==> src/rtl/ptp_ts_queue.sv <==
// PTP timestamp queue: latches RTC at SOP, pushes {ts, infor} on ptp_found, pops one entry per request.
// Optional build macro PTP_TS_QUEUE_MSGID_FILTER_EN adds msgid_mask to gate push requests by message id.
module ptp_ts_queue #(
  parameter int DEPTH_LOG2 = 4,
  parameter int TS_WIDTH   = 64
) (
  input  logic                    clk,
  input  logic                    rst,
  input  logic                    int_valid,
  input  logic                    int_sop,
  input  logic                    int_eop,
  input  logic [TS_WIDTH-1:0]     rtc_time,
  input  logic                    ptp_found,
  input  logic [19:0]             ptp_infor,
`ifdef PTP_TS_QUEUE_MSGID_FILTER_EN
  input  logic [15:0]             msgid_mask,
`endif
  input  logic                    q_clear,
  input  logic                    q_rd_en,
  output logic [TS_WIDTH+19:0]    q_rd_data,
  output logic                    q_rd_valid,
  output logic [DEPTH_LOG2:0]     q_count,
  output logic                    q_empty,
  output logic                    q_full,
  output logic [7:0]              q_ovf_cnt
);

  localparam int DEPTH = 1 << DEPTH_LOG2;
  localparam int EW    = TS_WIDTH + 20;
  localparam logic [DEPTH_LOG2-1:0] PTR_ONE  = {{(DEPTH_LOG2-1){1'b0}}, 1'b1};
  localparam logic [DEPTH_LOG2:0]   CNT_ONE  = {{DEPTH_LOG2{1'b0}}, 1'b1};
  localparam logic [DEPTH_LOG2:0]   CNT_FULL = {1'b1, {DEPTH_LOG2{1'b0}}};

  logic [TS_WIDTH-1:0]   ts_sop_q, ts_sop_d;
  logic [TS_WIDTH-1:0]   ts_pend_q, ts_pend_d;
  logic [DEPTH_LOG2-1:0] wr_ptr_q, wr_ptr_d;
  logic [DEPTH_LOG2-1:0] rd_ptr_q, rd_ptr_d;
  logic [DEPTH_LOG2:0]   count_q, count_d;
  logic                  empty_q, empty_d;
  logic                  full_q, full_d;
  logic [7:0]            ovf_q, ovf_d;
  logic [EW-1:0]         rd_data_q, rd_data_d;
  logic                  rd_valid_q, rd_valid_d;
  logic [EW-1:0]         mem_q [0:DEPTH-1];

  logic push_req_s, push_ok_s, pop_ok_s, drop_s, wr_en_s;

  // Push/pop qualification
  always_comb begin
`ifdef PTP_TS_QUEUE_MSGID_FILTER_EN
    push_req_s = ptp_found && msgid_mask[ptp_infor[3:0]];
`else
    push_req_s = ptp_found;
`endif
    pop_ok_s  = q_rd_en && !empty_q;
    push_ok_s = push_req_s && (!full_q || pop_ok_s);
    drop_s    = push_req_s && full_q && !pop_ok_s;
    wr_en_s   = push_ok_s && !q_clear;
  end

  // Timestamp capture; SOP latch is kept separate so a following SOP cannot disturb the pending value
  always_comb begin
    ts_sop_d  = ts_sop_q;
    ts_pend_d = ts_pend_q;
    if (int_valid && int_sop) begin
      ts_sop_d = rtc_time;
    end else begin
      ts_sop_d = ts_sop_q;
    end
    if (int_valid && int_eop) begin
      ts_pend_d = int_sop ? rtc_time : ts_sop_q;
    end else begin
      ts_pend_d = ts_pend_q;
    end
  end

  // Queue bookkeeping and read port; q_clear overrides everything
  always_comb begin
    wr_ptr_d   = wr_ptr_q;
    rd_ptr_d   = rd_ptr_q;
    count_d    = count_q;
    ovf_d      = ovf_q;
    rd_data_d  = rd_data_q;
    rd_valid_d = 1'b0;
    if (q_clear) begin
      wr_ptr_d  = '0;
      rd_ptr_d  = '0;
      count_d   = '0;
      ovf_d     = 8'h00;
      rd_data_d = '0;
    end else begin
      if (push_ok_s) begin
        wr_ptr_d = wr_ptr_q + PTR_ONE;
      end else begin
        wr_ptr_d = wr_ptr_q;
      end
      if (pop_ok_s) begin
        rd_ptr_d   = rd_ptr_q + PTR_ONE;
        rd_data_d  = mem_q[rd_ptr_q];
        rd_valid_d = 1'b1;
      end else begin
        rd_ptr_d   = rd_ptr_q;
      end
      if (push_ok_s && !pop_ok_s) begin
        count_d = count_q + CNT_ONE;
      end else if (pop_ok_s && !push_ok_s) begin
        count_d = count_q - CNT_ONE;
      end else begin
        count_d = count_q;
      end
      if (drop_s && (ovf_q != 8'hFF)) begin
        ovf_d = ovf_q + 8'd1;
      end else begin
        ovf_d = ovf_q;
      end
    end
    empty_d = (count_d == '0);
    full_d  = (count_d == CNT_FULL);
  end

  // State registers
  always_ff @(posedge clk or posedge rst) begin
    if (rst) begin
      ts_sop_q   <= '0;
      ts_pend_q  <= '0;
      wr_ptr_q   <= '0;
      rd_ptr_q   <= '0;
      count_q    <= '0;
      empty_q    <= 1'b1;
      full_q     <= 1'b0;
      ovf_q      <= 8'h00;
      rd_data_q  <= '0;
      rd_valid_q <= 1'b0;
    end else begin
      ts_sop_q   <= ts_sop_d;
      ts_pend_q  <= ts_pend_d;
      wr_ptr_q   <= wr_ptr_d;
      rd_ptr_q   <= rd_ptr_d;
      count_q    <= count_d;
      empty_q    <= empty_d;
      full_q     <= full_d;
      ovf_q      <= ovf_d;
      rd_data_q  <= rd_data_d;
      rd_valid_q <= rd_valid_d;
    end
  end

  // Entry storage; only written slots are ever read, so no reset
  always_ff @(posedge clk) begin
    if (wr_en_s) begin
      mem_q[wr_ptr_q] <= {ts_pend_q, ptp_infor};
    end
  end

  assign q_rd_data  = rd_data_q;
  assign q_rd_valid = rd_valid_q;
  assign q_count    = count_q;
  assign q_empty    = empty_q;
  assign q_full     = full_q;
  assign q_ovf_cnt  = ovf_q;

endmodule

==> config.mk <==
export PLATFORM = sky130hd
export DESIGN_NAME = ptp_ts_queue
export DESIGN_NICKNAME = d
export VERILOG_FILES = /design/src/rtl/ptp_ts_queue.sv
export SDC_FILE = /design/constraint.sdc
export NUM_CORES = 2
export LEC_CHECK = 0
export BUFFER_PORTS_ARGS = -buffer_cell sky130_fd_sc_hd__buf_2
export CORE_ASPECT_RATIO = 0.8
export CORE_MARGIN = 2
export CORE_UTILIZATION = 55
export CTS_CLUSTER_SIZE = 8
export DETAILED_ROUTE_END_ITERATION = 10
export PLACE_DENSITY_LB_ADDON = 0.05
export SLEW_MARGIN = 20
export SYNTH_ARGS = -nofsm -noshare
export SYNTH_HDL_FRONTEND = slang
export SYNTH_SLANG_ARGS = --single-unit
==> constraint.sdc <==
create_clock -name clk -period 9.7 [get_ports clk]
set_input_delay 0 -clock clk [delete_from_list [all_inputs] [get_ports clk]]
set_output_delay 0 -clock clk [all_outputs]
set_load 0.1 [all_outputs]
==> impl_metrics.tcl <==
set metrics [dict create \
    dp_hpwl_um 72600 \
    clk_pin_slew_ns 0.05 \
    fmax_mhz 235 \
    critPathSlowestCell "nor2_4" \
    routed_via_density 6.09 \
    async_flop_share 0.149 \
    synth_seq_cells 1580 \
    ios 192 \
    clk_latency_ns 0.80 \
    synth_edf_count 1344 \
    synth_area_sq_mm 0.0602 \
    p_per_area_mw_per_mm2 242 \
    routed_wl_um 141000 \
    synth.avg_cell_area_sq_um 20.9 \
    globalRoute.totalOverflow 0 \
    crit_fanout 34 \
    gp_congestion 0.751 \
    crit_family "simple AND/OR/NAND/NOR gates" \
    num_rows 108 \
    fin_area_sq_mm 0.0707 \
    crit_chain "nand2b_1 -> a21boi_1 -> and2_1 -> nand2_1 -> nor2_4 -> buf_4 -> buf_4" \
    drt_iter0_drc 2962 \
    crit_buf_inv 2 \
    skew_ns 0.0186 \
    rsz0062_at_grt "false" \
    ys.flop_type "edfxtp_1" \
    die-area_sq_mm 0.112 \
    vias 30300 \
    fin_crit_sh 0.439 \
    timing.final.max_slew_violations 0 \
    hp-start "rtc_time[12]" \
    tns_ns 0 \
    start_util 0.555 \
    syn_inst 2889 \
    synth_cell_types 44 \
    grt_pass1_vias 32100 \
    endpoint_kind "flip-flop" \
    synth_nets 2989 \
    post_cts_buffers 0 \
    worstSetupStartpointType "flip-flop" \
    power.leakage_nw 23.6 \
    drcViolationCount 0 \
    cts.sink_count 1580 \
    seq_area_frac_synth 0.768 \
    htreeDepth 4 \
    antenna_found_initial 2 \
    diodes 0 \
    tightestPinTransition_ns 1.12 \
    cts_tree "built" \
    worst_ep_arrival_time_ns 4.67 \
    ys_warn_count 0 \
    core-area_sq_mm 0.109 \
    status "completed" \
    worstReg2RegStart "q_empty" \
    hold_path_class "input pin to flip-flop" \
    setup_viol 0 \
    clock_path_buffers 3 \
    dr.pass1.iters 5 \
    cts_made_buffers 215 \
    die_x_um 374 \
    critPathMaxStageDelay_ns 0.71 \
    ir_drop_uv 185 \
    portBuffers 191 \
    critPathKind "flip-flop to flip-flop" \
    die_h_um 300 \
    grt_use_total 0.257 \
    relSlewSlack 0.252 \
    drv_cap 0 \
    period_minus_slack_ns 4.25 \
    r2r_setup_slack_ns 5.45 \
    ant_nets 0 \
    fin_nets 3454 \
    cp.required_ns 10.11 \
    final_core_util 0.651 \
    placed_area_sq_mm 0.0628 \
    grt_pass1_wl_um 210000 \
    syn_to_final_growth_pct 17.3 \
    drive_gt1_frac 0.271 \
    routedWlPerCell_um 28.4 \
    startpoint "q_empty" \
    grt_start_max_net_pins 115 \
    hold_viol_final 0 \
    crit_top_cell "buf_4" \
    cts-root-buf "clkbuf_16" \
]
==> repair_timing <==
item                       CTS  global route
setup endpoints to repair    0             0
hold buffers               159             0
gates resized for setup      0             0
hold endpoints to repair   560             0
==> cells in the mapped netlist (2+ instances only) <==
library cell | instances | area share
edfxtp_1 | 1344 | 0.67
mux4_2 | 296 | 0.11
dfrtp_1 | 235 | 0.098
mux2i_1 | 190 | 0.032
mux2_2 | 150 | 0.028
nor2_1 | 99 | 0.0062
a22oi_1 | 83 | 0.010
clkbuf_1 | 78 | 0.0049
a21oi_1 | 70 | 0.0058
nand2_1 | 54 | 0.0034
o21ai_0 | 54 | 0.0045
buf_2 | 48 | 0.0040
a221oi_1 | 39 | 0.0057
o21ai_1 | 30 | 0.0025
buf_6 | 14 | 0.0026
buf_4 | 13 | 0.0016
buf_1 | 11 | 0.00069
xnor2_1 | 9 | 0.0013
ha_1 | 8 | 0.0017
inv_1 | 7 | 0.00044
nor3_1 | 7 | 0.00058
nand2b_1 | 6 | 0.00062
and2_1 | 4 | 0.00042
nand3_1 | 4 | 0.00033
nor2b_1 | 4 | 0.00042
nor3b_1 | 4 | 0.00050
xor2_1 | 4 | 0.00058
nor4_1 | 3 | 0.00031
a31oi_1 | 2 | 0.00021
and3_1 | 2 | 0.00021
clkbuf_4 | 2 | 0.00025
o211ai_1 | 2 | 0.00025
or3_1 | 2 | 0.00021
==> worst min-delay path, delay by kind of cell <==
family | cells | cell delay (ns)
buffers and inverters | 2 | 0.66
multiplexers | 1 | 0.15
==> final cells by class <==
cell class                 instances  area, sq um
sequential                      1580        46300
fill                            7272        37800
multi-input combinational       1136        13300
clock buffer                     396         6140
timing repair buffer             414         3060
tap                             1430         1790
clock inverter                    11          133
inverter                           7         33.8
==> kinds of logic after synthesis <==
kind of cell | count (synthesis) | share of synthesized area
mux | 636 | 0.170
fa+ha+maj | 8 | 0.00166
xor+xnor | 13 | 0.00189
buf+inv | 173 | 0.0145
compound gates | 285 | 0.0300
flops | 1580 | 0.768
simple gates | 194 | 0.0138
==> stage by stage <==
| stage | instances | hold slack [ns] | total power [mW] | setup slack [ns] |
|---|---|---|---|---|
| after floorplan | 2889 | 0.0989 | 9.68 | 1.79 |
| after global placement | 4408 | 0.188 | 10.2 | 5.53 |
| after detailed placement | 4408 | 0.198 | 10.3 | 5.45 |
| after CTS | 4974 | 0.00162 | 17.2 | 5.43 |
| after global routing | 4974 | 0.0346 | 17.7 | 5.25 |
| final | 4974 | 0.0627 | 17.1 | 5.45 |
==> where the power goes <==
group / switching, mW / internal (mW) / leakage [nW] / total (mW)
Combinational: 1.31 / 0.711 / 5.67 / 2.02
Sequential: 0.360 / 7.78 / 14.9 / 8.14
Clock: 2.69 / 4.23 / 2.97 / 6.92
==> flip-flops by register name, summed over array words and instances (netlist names) <==
register,flops
mem_q,1344
ts_pend_q,64
q_count,5
q_rd_valid,1
rd_ptr_q,4
wr_ptr_q,4
q_rd_data,84
q_full,1
q_empty,1
ts_sop_q,64
q_ovf_cnt,8
==> final timing paths <==
check,end,depth (start not counted)
worst max-delay path,mem_q[15][61],7
worst min-delay path,ts_sop_q[12],3
worst max register to register,mem_q[15][61],7
worst min register to register,ts_sop_q[56],1
max in group asynchronous,rd_ptr_q[0],6
min in group asynchronous,ts_pend_q[37],4
==> cells in the final DEF, fill, tap and decap left out, types with 64 or more instances in the layout <==
| master | n |
|---|---|
| edfxtp_1 | 1344 |
| mux4_2 | 296 |
| dfrtp_1 | 232 |
| clkbuf_16 | 219 |
| mux2i_1 | 190 |
| buf_2 | 190 |
| clkbuf_1 | 177 |
| dlygate4sd3_1 | 158 |
| mux2_2 | 150 |
| nor2_1 | 86 |
| a22oi_1 | 83 |
| a21oi_1 | 70 |
| buf_4 | 64 |
==> layer usage <==
metal | track usage | share of wire | vias up
li1 | - | - | 12800
met1 | 0.371 | 0.43 | 16200
met2 | 0.409 | 0.48 | 1091
met3 | 0.0493 | 0.069 | 204
met4 | 0.0685 | 0.019 | 0
met5 | 0 | 0 | -
(Power assumes the default switching activity.)
